### src/rtl/cpu_pkg.sv
// Shared types and constants for the control unit and its instruction decoder.
// Latency: n/a (declarations only).
// Backpressure: n/a.
// Contents: FSM state enum, instruction class enum, opcode constants, IR field positions.
package cpu_pkg;

    typedef enum logic [1:0] {
        ST_HALTED = 2'd0,
        ST_FETCH  = 2'd1,
        ST_EXEC   = 2'd2
    } state_t;

    typedef enum logic [2:0] {
        CLS_ALU  = 3'd0,
        CLS_LDI  = 3'd1,
        CLS_JMP  = 3'd2,
        CLS_BR   = 3'd3,
        CLS_HALT = 3'd4
    } instr_class_t;

    // Opcodes 0x0..OP_ALU_MAX are passed straight through to the ALU.
    localparam logic [3:0] OP_ALU_MAX = 4'hB;
    localparam logic [3:0] OP_LDI     = 4'hC;
    localparam logic [3:0] OP_JMP     = 4'hD;
    localparam logic [3:0] OP_BR      = 4'hE;
    localparam logic [3:0] OP_HALT    = 4'hF;

    // Instruction word field positions.
    localparam int OP_MSB     = 15;
    localparam int OP_LSB     = 12;
    localparam int RD_MSB     = 11;
    localparam int RD_LSB     = 8;
    localparam int RA_MSB     = 7;
    localparam int RA_LSB     = 4;
    localparam int RB_MSB     = 3;
    localparam int RB_LSB     = 0;
    localparam int IMM_MSB    = 7;
    localparam int IMM_LSB    = 0;
    localparam int BR_SEL_BIT = 11;  // BR condition select: 0 = zero flag, 1 = carry flag

    function automatic instr_class_t op_class(input logic [3:0] op);
        instr_class_t cls;
        cls = CLS_ALU;
        if (op > OP_ALU_MAX) begin
            case (op)
                OP_LDI:  cls = CLS_LDI;
                OP_JMP:  cls = CLS_JMP;
                OP_BR:   cls = CLS_BR;
                default: cls = CLS_HALT;
            endcase
        end
        return cls;
    endfunction

endpackage

### src/rtl/instr_decode.sv
// Combinational decode of the instruction register into control fields.
// Latency: 0 cycles (pure combinational).
// Backpressure: none; outputs follow ir continuously.
// Ports: ir in; cls, op, rd, ra, rb, imm, br_on_carry, wr_intent, alu_intent out.
module instr_decode
    import cpu_pkg::*;
(
    input  logic [15:0]  ir,
    output instr_class_t cls,
    output logic [3:0]   op,
    output logic [3:0]   rd,
    output logic [3:0]   ra,
    output logic [3:0]   rb,
    output logic [7:0]   imm,
    output logic         br_on_carry,
    output logic         wr_intent,
    output logic         alu_intent
);

    assign op          = ir[OP_MSB:OP_LSB];
    assign rd          = ir[RD_MSB:RD_LSB];
    assign ra          = ir[RA_MSB:RA_LSB];
    assign rb          = ir[RB_MSB:RB_LSB];
    assign imm         = ir[IMM_MSB:IMM_LSB];
    assign br_on_carry = ir[BR_SEL_BIT];
    assign cls         = op_class(op);

    // Only ALU ops and LDI write the register file; only ALU ops select the ALU result.
    assign wr_intent   = (cls == CLS_ALU) || (cls == CLS_LDI);
    assign alu_intent  = (cls == CLS_ALU);

endmodule

### src/rtl/control_unit.sv
// Multi-cycle CPU control unit: HALTED -> FETCH -> EXEC sequencing, PC, IR and ALU flags.
// Latency: 2 cycles minimum per instruction (FETCH with same-cycle ack, then one EXEC cycle).
// Backpressure: FETCH holds imem_req/imem_addr stable until imem_ack; start ignored unless HALTED.
// Ports: clk, rst, start; imem_req/imem_addr/imem_ack/imem_rdata fetch handshake;
//        alu_en, alu_opcode, user_write_data, write_addr, ra_addr, rb_addr, write_en to datapath;
//        alu_zero, alu_carry flags from datapath; halted status.
module control_unit
    import cpu_pkg::*;
#(
    parameter int              PC_W     = 8,
    parameter logic [PC_W-1:0] RESET_PC = PC_W'(8'h00)
) (
    input  logic            clk,
    input  logic            rst,
    input  logic            start,
    output logic            imem_req,
    output logic [PC_W-1:0] imem_addr,
    input  logic            imem_ack,
    input  logic [15:0]     imem_rdata,
    output logic            alu_en,
    output logic [3:0]      alu_opcode,
    output logic [7:0]      user_write_data,
    output logic [3:0]      write_addr,
    output logic [3:0]      ra_addr,
    output logic [3:0]      rb_addr,
    output logic            write_en,
    input  logic            alu_zero,
    input  logic            alu_carry,
    output logic            halted
);

    state_t          state;
    logic [PC_W-1:0] pc;
    logic [15:0]     ir;
    logic            zf;
    logic            cf;

    instr_class_t    cls;
    logic [3:0]      op;
    logic [3:0]      rd;
    logic [3:0]      ra;
    logic [3:0]      rb;
    logic [7:0]      imm;
    logic            br_on_carry;
    logic            wr_intent;
    logic            alu_intent;

    logic [PC_W-1:0] pc_inc;
    logic [PC_W-1:0] imm_pc;
    logic            br_taken;

    instr_decode u_decode (
        .ir          (ir),
        .cls         (cls),
        .op          (op),
        .rd          (rd),
        .ra          (ra),
        .rb          (rb),
        .imm         (imm),
        .br_on_carry (br_on_carry),
        .wr_intent   (wr_intent),
        .alu_intent  (alu_intent)
    );

    assign pc_inc   = pc + PC_W'(1);
    assign imm_pc   = PC_W'(imm);
    // zf/cf only change at the end of an ALU EXEC, so a BR sees the flags of the
    // most recent earlier ALU op.
    assign br_taken = br_on_carry ? cf : zf;

    always_ff @(posedge clk or posedge rst) begin
        if (rst) begin
            state <= ST_HALTED;
            pc    <= RESET_PC;
            ir    <= 16'h0000;
            zf    <= 1'b0;
            cf    <= 1'b0;
        end else begin
            case (state)
                ST_HALTED: begin
                    if (start) begin
                        state <= ST_FETCH;
                    end
                end
                ST_FETCH: begin
                    if (imem_ack) begin
                        ir    <= imem_rdata;
                        state <= ST_EXEC;
                    end
                end
                ST_EXEC: begin
                    state <= ST_FETCH;
                    case (cls)
                        CLS_ALU: begin
                            zf <= alu_zero;
                            cf <= alu_carry;
                            pc <= pc_inc;
                        end
                        CLS_LDI:  pc <= pc_inc;
                        CLS_JMP:  pc <= imm_pc;
                        CLS_BR:   pc <= br_taken ? imm_pc : pc_inc;
                        CLS_HALT: begin
                            pc    <= pc_inc;
                            state <= ST_HALTED;
                        end
                        default:  pc <= pc_inc;
                    endcase
                end
                default: state <= ST_HALTED;
            endcase
        end
    end

    // Outputs depend only on registered state, so the async reset clears them immediately.
    assign halted          = (state == ST_HALTED);
    assign imem_req        = (state == ST_FETCH);
    assign imem_addr       = pc;
    assign write_en        = (state == ST_EXEC) && wr_intent;
    assign alu_en          = (state == ST_EXEC) && alu_intent;
    assign alu_opcode      = op;
    assign write_addr      = rd;
    assign ra_addr         = ra;
    assign rb_addr         = rb;
    assign user_write_data = imm;

endmodule

### config.mk
export PLATFORM = sky130hd
export DESIGN_NAME = control_unit
export DESIGN_NICKNAME = d
export VERILOG_FILES = /design/src/rtl/cpu_pkg.sv /design/src/rtl/instr_decode.sv /design/src/rtl/control_unit.sv
export SDC_FILE = /design/constraint.sdc
export NUM_CORES = 1
export LEC_CHECK = 0
export CORE_AREA = 8 8 69 71
export CTS_BUF_LIST = sky130_fd_sc_hd__clkbuf_8
export DETAILED_ROUTE_END_ITERATION = 10
export DIE_AREA = 0 0 77 79
export GPL_TIMING_DRIVEN = 0
export PLACE_DENSITY_LB_ADDON = 0.2
export SLEW_MARGIN = 20
export SYNTH_ARGS = -nofsm -noshare
export SYNTH_HDL_FRONTEND = slang
export SYNTH_SLANG_ARGS = --single-unit
### constraint.sdc
create_clock -name clk -period 1.32 [get_ports clk]
set_input_delay 0.264 -clock clk [delete_from_list [all_inputs] [get_ports clk]]
set_output_delay 0.264 -clock clk [all_outputs]
set_load 0.005 [all_outputs]
# ---- After elaboration in Yosys (flattened, before gate mapping)
# Cells that the tools add are included.
# W data, S select, Z words.
dict set report totals {
  regBits 28
  elab_cells 35
}
dict set report classes {
  add_sub_neg 1
  magnitude_cmp 1
  n_eq_ne 11
  muxes 9
  n_reduce_logical 8
}
# cell count
set op_table {}
lappend op_table {{$pmux W8 S2} 1}
lappend op_table {{$eq A4 B4 Y1 const B} 3}
lappend op_table {{$pmux W3 S3} 1}
lappend op_table {{$add A8 B1 Y8 const B} 1}
lappend op_table {{$mux W8} 1}
lappend op_table {{$eq A3 B2 Y1 const B} 2}
lappend op_table {{$pmux W2 S3} 1}
lappend op_table {{$reduce_and A2 Y1} 3}
lappend op_table {{$gt A4 B4 Y1 const B} 1}
lappend op_table {{$mux W2} 2}
lappend op_table {{$eq A3 B1 Y1 const B} 1}
lappend op_table {{$eq A3 B3 Y1 const B} 1}
lappend op_table {{$logic_not A3 Y1} 1}
lappend op_table {{$mux W3} 1}
lappend op_table {{$eq A2 B1 Y1 const B} 1}
lappend op_table {{$eq A2 B2 Y1 const B} 1}
lappend op_table {{$logic_and A1 B1 Y1} 2}
lappend op_table {{$logic_not A2 Y1} 1}
lappend op_table {{$mux W1} 2}
lappend op_table {{$ne A2 B1 Y1 const B} 1}
lappend op_table {{$ne A2 B2 Y1 const B} 1}
lappend op_table {{$logic_or A1 B1 Y1} 1}

# ---- Longest topological paths before layout
# Gate-level depths: netlist of run 1.
dict set report depth {
  ltp_word 6
  depth_mapped 5
  mapped_depth_nobuf 5
}

# ---- Hierarchy
# Synthesis of run 1 repeated with hierarchy kept, for this count alone.
dict set report hier_totals {
  hier_cells 144
  area_unflattened_um2 1601.5
}
# module instances cells_each area_each_um2
set modules_own_cells {}
lappend modules_own_cells {control_unit 1 112 1378.8}
lappend modules_own_cells {instr_decode 1 32 222.7}

# ---- Least setup slack after synthesis of run 1
# OpenSTA, ideal clock, no wires.
dict set report synth_timing {
  path_type {reg-to-reg}
  from {register pc[0] (netlist: imem_addr[0])}
  to {register pc[6] (netlist: imem_addr[6])}
  setup_time_ns 0.062
  arrival_time_ns 1.396
  slack_ns -0.139
  path_stages_with_launch 6
  path_buffers 0
  period_less_slack_ns 1.459
  path_cell_list {dfrtp_1 > ha_1 > nand3_1 > or4_1 > a21oi_1 > a211o_2}
}
dict set report synth_via {
  elab_chain_cells 3
}
# element line_no
set synth_rtl {}
lappend synth_rtl {{from (decl)} control_unit.sv:33} ;# logic [PC_W-1:0] pc;
lappend synth_rtl {{from (signal assigned)} control_unit.sv:97} ;# pc <= pc_inc;
lappend synth_rtl {{from (signal assigned)} control_unit.sv:99} ;# CLS_LDI: pc <= pc_inc;
lappend synth_rtl {{from (signal assigned)} control_unit.sv:100} ;# CLS_JMP: pc <= imm_pc;
lappend synth_rtl {{$add A8 B1 Y8 (*)} control_unit.sv:65} ;# assign pc_inc = pc + PC_W'(1);
lappend synth_rtl {{$mux W8} control_unit.sv:101} ;# CLS_BR: pc <= br_taken ? imm_pc : pc_inc;
lappend synth_rtl {{$pmux W8 S2 (*)} control_unit.sv:93} ;# case (cls)
# Every way passes the cells marked *; elsewhere a longest branch is shown, timed or not.
# A chain may end at the register's enable or synchronous reset.

# ---- Worst setup path in the final report of run 1
dict set report layout_timing {
  from {register state[1]}
  to {output write_en}
}
dict set report layout_via {
  elab_chain_cells 2
}
# element line_no
set layout_rtl {}
lappend layout_rtl {{from (decl)} control_unit.sv:32} ;# state_t state;
lappend layout_rtl {{from (signal assigned)} control_unit.sv:73} ;# state <= ST_HALTED;
lappend layout_rtl {{from (signal assigned)} control_unit.sv:82} ;# state <= ST_FETCH;
lappend layout_rtl {{from (signal assigned)} control_unit.sv:88} ;# state <= ST_EXEC;
lappend layout_rtl {{$eq A2 B2 Y1} control_unit.sv:118} ;# assign write_en = (state == ST_EXEC) && wr_intent;
lappend layout_rtl {{$logic_and A1 B1 Y1} control_unit.sv:118}
lappend layout_rtl {{to (decl)} control_unit.sv:26} ;# output logic write_en,
# Every way passes these cells.

==> run metrics, run 1 <==
status=finished, violations left; failing checks=negative setup slack; worst skew pair latency=0.28 ns; PD cells=2240 mW/mm²; Final HPWL DP=2811 µm; Post-Synthesis Net Count=143; Max VDD drop=1.524 mV; via count=1390; io pins=58; Routability Congestion=0.7200; critical path required time=1.06 ns; synth cell count leaders=dfrtp_1 (28), mux2_2 (18), buf_4 (9); starting density of the core=36.79%; Clock Sink Count=28; CTS root buf=clkbuf_8; GRT Overall Usage=14.59%; # rows=23; met2 track demand over resource=26.93%; Cell Area, Placed=0.002087 mm²; grt ovf=0; Final setup viols=31; share of cells above drive strength 1=51.75%; NetSw=0.001953 W; Initial DRT Pass Iterations=4; Post-Syn Area=0.001398 mm²; Setup Crit Path Kind=flop to output pin; FF+latch count, synth=28; Fin Setup TNS=-4.484 ns; dpl cells=227; Port Buffers=57; Max-cap violations=0; drt total wl=4611 µm; skew final=0.01202 ns; Post-synth ARST share=100.0%; crit path time final=1.554 ns; crit path max fanout=3; DR WL/cell=16.59 µm; ANT nets after route=0; die area=0.006083 mm²; area leader, netlist=dfrtp_1; logic gate share of total power=63.4%; Clock Pin Slew Worst Setup and Hold Paths=0.10 ns; FILL cells=316; hold_buf cts=0; nets@finish=252; first-pass GRT wire length=7307 µm; post-synthesis xor/xnor area fraction=0%; Yosys Warn Count=0; initial antenna violation count=0; DRC=0; mux share of post-synthesis cell area=18.08%; TritonCTS Buffers=3; critical path arrival=1.29 ns; CP Launch Type=flop; Clk pwr share=9.1%; fmax=643.3 MHz; post-route design area=0.002618 mm²; H-tree depth=1; Most used DFF post-synth=dfrtp_1; library cells used by synthesis=35; Layout Cells excl Fill=278; Critical Path End Type=output pin; Synth Area in Adders=0.8953%; drt initial violations=37; Die Width=77 µm; GR peak layer=met2; Crit Reg-Reg Startpoint=state[1]; CTS max path bufs=2; vias per cell=5.000; Hold WC Path Type=input pin to async pin; ranking of synthesized cells by area=dfrtp_1 (50%), mux2_2 (15%), buf_4 (4.8%), mux2i_1 (3.6%), nand2_1 (1.9%); Tcrit/Tclk final=117.8%; Layout area overhead=87.29%; sw frac=33.32%; met1 capacity usage during global routing=15.61%; Gate Count Post-Synth=120; Post-synth EDFFs=0; die height=79 µm; Leak=1.258 nW; Yosys top cell area share=50.13%; core area=0.003799 mm²; final worst setup slack=-0.2344 ns; post-synthesis simple-gate area fraction=12.35%; Mapped Avg Cell Area=11.65 µm²; largest net degree at the start of global routing=29; Power, Total=0.005862 W; Sequential Power Share=27.5%; compound-cell area share of the yosys netlist=10.03%; Max-slew headroom=59.49%; sequential area share after synthesis=50.13%; largest family of logic cells by synthesized area=multiplexers; CTS tree=yes; Inserted Diodes=0; GRT met3 Usage=5.869%; Final Hold Vio Count=0; Final Max Slew Viols=0; top-count cell post-synth=dfrtp_1; unrepaired setup endpoints after global routing=true; Slew @ Worst Pin=0.6064 ns; vias in the first global route=1506; Pint=0.003909 W; Critical Path Source=state[1]
## metrics by stage
stage | utilization (%) | hold slack (ns) | worst slack (ns)
2_1_floorplan | - | 0.3294 | -0.04612
3_3_place_gp | 54.94 | 0.4882 | -0.4598
3_5_place_dp | 54.94 | 0.5003 | -0.4641
4_1_cts | 66.77 | 0.4273 | -0.1835
5_1_grt | 68.91 | 0.4704 | -0.2876
6_report | 68.91 | 0.4088 | -0.2344
## timing repair
item | CTS | global route
gates resized for setup | 99 | 14
setup endpoints to repair | 55 | 40
pin swaps | 10 | 9
gates cloned | 1 | 1
setup buffers | 45 | 10
## layout make-up
type / instances / area, µm² / share of cell area, %
inverter: 5 / 22.52 / 0.8604
multi-input combinational: 74 / 723.2 / 27.63
timing repair buffer: 105 / 933.4 / 35.66
clock buffer: 4 / 55.05 / 2.103
tap: 50 / 62.56 / 2.390
sequential: 28 / 703.2 / 26.86
buffer: 12 / 117.6 / 4.493
## registers in the layout, summed over array words and instances (netlist names)
name and count:
state 2, cf 1, zf 1, imem_addr 8, ir 16
## cells in the final DEF, fill, tap and decap left out, types with 2 or more instances in the layout
cell type	synthesis	layout
a211o_2	2	2
o21ai_0	3	2
buf_4	9	52
dlygate4sd2_1	0	22
mux2i_1	5	4
clkbuf_8	0	4
mux2_4	0	16
nand2_1	7	7
and2b_2	2	2
mux2_2	18	2
dfrtp_1	28	26
inv_1	5	4
buf_6	2	14
a22oi_1	2	2
nand4_1	2	2
a21oi_1	5	3
clkdlybuf4s50_1	0	21
buf_12	0	2
nor2_1	4	3
buf_2	2	4
dfrtp_2	0	2
## kinds of logic (layout without fill, tap and decap cells)
logic type                 Yosys count  after routing
and+or+nand+nor                     30             30
DFF                                 28             28
muxes                               23             23
AOI/OAI and AO/OA                   20             20
buffers and inverters               18            126
adders and majority gates            1              1
## routing by layer
| layer | routed length, µm | up-vias |
|---|---|---|
| met5 | 0 | - |
| met4 | 83 | 0 |
| met3 | 343 | 8 |
| met2 | 2481 | 46 |
| met1 | 1702 | 695 |
| li1 | - | 641 |
## power by group through the flow
stage	logic, W	clock network (W)	registers [W]
3_3_place_gp	0.00256	0	0.00168
2_1_floorplan	0.00129	0	0.00164
5_1_grt	0.00399	0.000573	0.00170
6_report	0.00372	0.000534	0.00161
4_1_cts	0.00362	0.000540	0.00156
3_5_place_dp	0.00262	0	0.00171
## final timing paths
check	endpoint	slack, ns	depth (start not counted)
setup / recovery	write_en	-0.23	4
hold / removal	state[0]	0.41	2
setup reg to reg	imem_addr[4]	-0.21	7
hold reg to reg	ir[9]	0.53	1
max in group asynchronous	ir[14]	0.53	2
min in group clk	ir[9]	0.53	1
## critical path, stage by stage (launching register included)
cell and delay, ns:
dfrtp_1 0.43, and2b_2 0.24, buf_6 0.12, o21a_1 0.10
buf_2 0.12
(Power assumes the default switching activity.)
==> run 2: changes to the inputs <==
CORE_AREA = 2 2 60 62   (was 8 8 69 71)
DIE_AREA = 0 0 62 64   (was 0 0 77 79)
clock period = 1.7 ns   (was 1.32 ns; I/O delays follow)
==> run 2 against run 1 <==
Critical endpoint is now user_write_data[5]; core utilization shrank 2.6 points; the run now ends clean; clock skew shrank 0.0077 ns; combinational power shrank 46%; clock power shrank 23%; global-route usage grew 3.1 points; sequential share of layout area grew 5.5 points; cell count shrank 17%; worst hold slack gained 0.045 ns; via count shrank 17%; worst setup slack gained 0.29 ns; wire length shrank 27%.
==> run metrics, run 2 (synthesis gave the netlist of run 1 again) <==
number of cells on the critical path=2 (was 4); critical path arrival=1.31 ns (was 1.29 ns); Final setup viols=0 (was 31); starting density of the core=42.55% (was 36.79%); H-tree depth=1 (unchanged); Max-cap violations=0 (unchanged); crit path max fanout=4 (was 3); Slew @ Worst Pin=0.5913 ns (was 0.6064 ns); Power, Total=0.003745 W (was 0.005862 W); GRT Overall Usage=17.67% (was 14.59%); share of cells above drive strength 1=30.65% (was 51.75%); first-pass GRT wire length=5299 µm (was 7307 µm); DR WL/cell=14.57 µm (was 16.59 µm); CTS max path bufs=2 (unchanged); crit path buf inv count=2 (unchanged); initial antenna violation count=0 (unchanged); commonest non-fill, non-tap cell in the layout=clkdlybuf4s50_1 (was buf_4); Hold WC Path Type=input pin to async pin (unchanged); dpl cells=223 (was 227); Final Hold Vio Count=0 (unchanged); drt total wl=3381 µm (was 4611 µm); Final HPWL DP=2485 µm (was 2811 µm); Layout area overhead=55.86% (was 87.29%); Cell Area, Placed=0.002026 mm² (was 0.002087 mm²); Die Width=62 µm (was 77 µm); critical path's slowest cell=clkdlybuf4s50_1 (was dfrtp_1); Critical Path End Type=output pin (unchanged); Inserted Diodes=0 (unchanged); most frequent cells in the layout=clkdlybuf4s50_1 (53), dfrtp_1 (24), mux2_2 (18), buf_4 (14), nand2_1 (7) (was buf_4 (52), dfrtp_1 (26), dlygate4sd2_1 (22), clkdlybuf4s50_1 (21), mux2_4 (16)); DRC=0 (unchanged); Leak=0.9218 nW (was 1.258 nW); Tcrit/Tclk final=96.80%; Worst R2R Path Depth=6 (was 7); crit path time final=1.646 ns; via count=1149 (was 1390); Fin Setup TNS=0 ns (was -4.484 ns); largest net degree at the start of global routing=29 (unchanged); drt initial violations=34 (was 37); critical path required time=1.36 ns (was 1.06 ns); core area=0.003284 mm² (was 0.003799 mm²); Top Family by Delay on Critical Path=buffers and inverters (was flip-flops); Clock Pin Slew Worst Setup and Hold Paths=0.10 ns (about the same); Final Max Slew Viols=0 (unchanged); Port Buffers=57 (unchanged); nets@finish=210 (was 252); io pins=58 (unchanged); Largest register FFs=16 (unchanged); post-route design area=0.002178 mm² (was 0.002618 mm²); PD cells=1719 mW/mm² (was 2240 mW/mm²); ANT nets after route=0 (unchanged); Biggest register=ir (unchanged); Worst Setup EP=user_write_data[5] (was write_en); TritonCTS Buffers=3 (unchanged); Layout Cells excl Fill=232 (was 278); R2R Setup Slk=0.10 ns (was -0.21 ns); Clock Sink Count=28 (unchanged); CTS tree=yes (unchanged); grt ovf=0 (unchanged); vias per cell=4.953 (was 5.000); vias in the first global route=1127 (was 1506); crit-path max cell delay=0.49 ns (was 0.43 ns); die area=0.003968 mm² (was 0.006083 mm²); Crit Reg-Reg Startpoint=state[0] (was state[1]); Setup Crit Path Kind=flop to output pin (unchanged); Max VDD drop=0.9527 mV (was 1.524 mV); worst skew pair latency=0.27 ns (was 0.28 ns); Critical Path Source=ir[5] (was state[1]); # rows=21 (was 23); hold_buf cts=0 (unchanged); die height=64 µm (was 79 µm); critical-path cell list=buf_4 > clkdlybuf4s50_1 (was and2b_2 > buf_6 > o21a_1 > buf_2); reg2reg end=ir[5] (was imem_addr[4]); status=finished clean (was finished, violations left); Initial DRT Pass Iterations=4 (unchanged); CP Launch Type=flop (unchanged); Max-slew headroom=60.52% (was 59.49%); CTS root buf=clkbuf_8 (unchanged); Routability Congestion=0.7195 (was 0.7200); fmax=607.7 MHz; skew final=0.004289 ns (was 0.01202 ns)
==> run 2: layout make-up <==
class | count | area (µm²)
Buffer | 12 | 105.1
Clock buffer | 4 | 55.05
Fill cell | 267 | 1106
Inverter | 5 | 18.77
Multi-Input combinational cell | 74 | 611.8
Sequential cell | 28 | 705.7
Tap cell | 46 | 57.56
Timing Repair Buffer | 63 | 624.3
==> run 2: layer usage <==
layer	up-vias	share of wire (%)	GRT usage (%)
met2	29	54	30.86
met4	0	0.86	3.989
li1	558	-	-
met3	2	3.8	2.632
met5	-	0	0
met1	560	41	22.29
==> run 2: how the worst min path moves through the flow <==
stage / start / to / slack (ns) / cells after the start
final: rst / ir[10] / 0.45 / 2
after global routing: rst / ir[9] / 0.52 / 2
after CTS: zf / zf / 0.52 / 1
after detailed placement: zf / zf / 0.50 / 1
after global placement: ir[8] / ir[8] / 0.49 / 1
after floorplan: rst / cf / 0.41 / 1
==> run 2: worst reg2reg max path, cell delays in order (launching register included) <==
cell       delay, ns
dfrtp_1         0.41
buf_4           0.15
and2b_2         0.20
buf_4           0.15
nand2_8         0.11
clkbuf_16       0.15
mux2_2          0.32
==> run 2: power breakdown <==
part / internal [W] / total [W] / leakage, nW / switching, W
logic: 0.00136 / 0.00201 / 0.575 / 0.000652
clock network: 0.000207 / 0.000411 / 0.0288 / 0.000204
registers: 0.000981 / 0.00133 / 0.318 / 0.000345
==> run 2: metrics by stage <==
step	util, %	worst slack [ns]	hold WS, ns
after floorplan	-	0.2413	0.4054
after global placement	61.68	-0.1815	0.4874
after detailed placement	61.68	-0.1963	0.4968
after CTS	64.53	-0.008792	0.5181
after global routing	66.32	-0.002579	0.5237
final	66.32	0.05436	0.4542
==> run 2: timing repair <==
action,in CTS,in global routing
setup endpoints to repair,3,14
gates resized for setup,12,8
gates cloned,0,1
buffers inserted,3,2
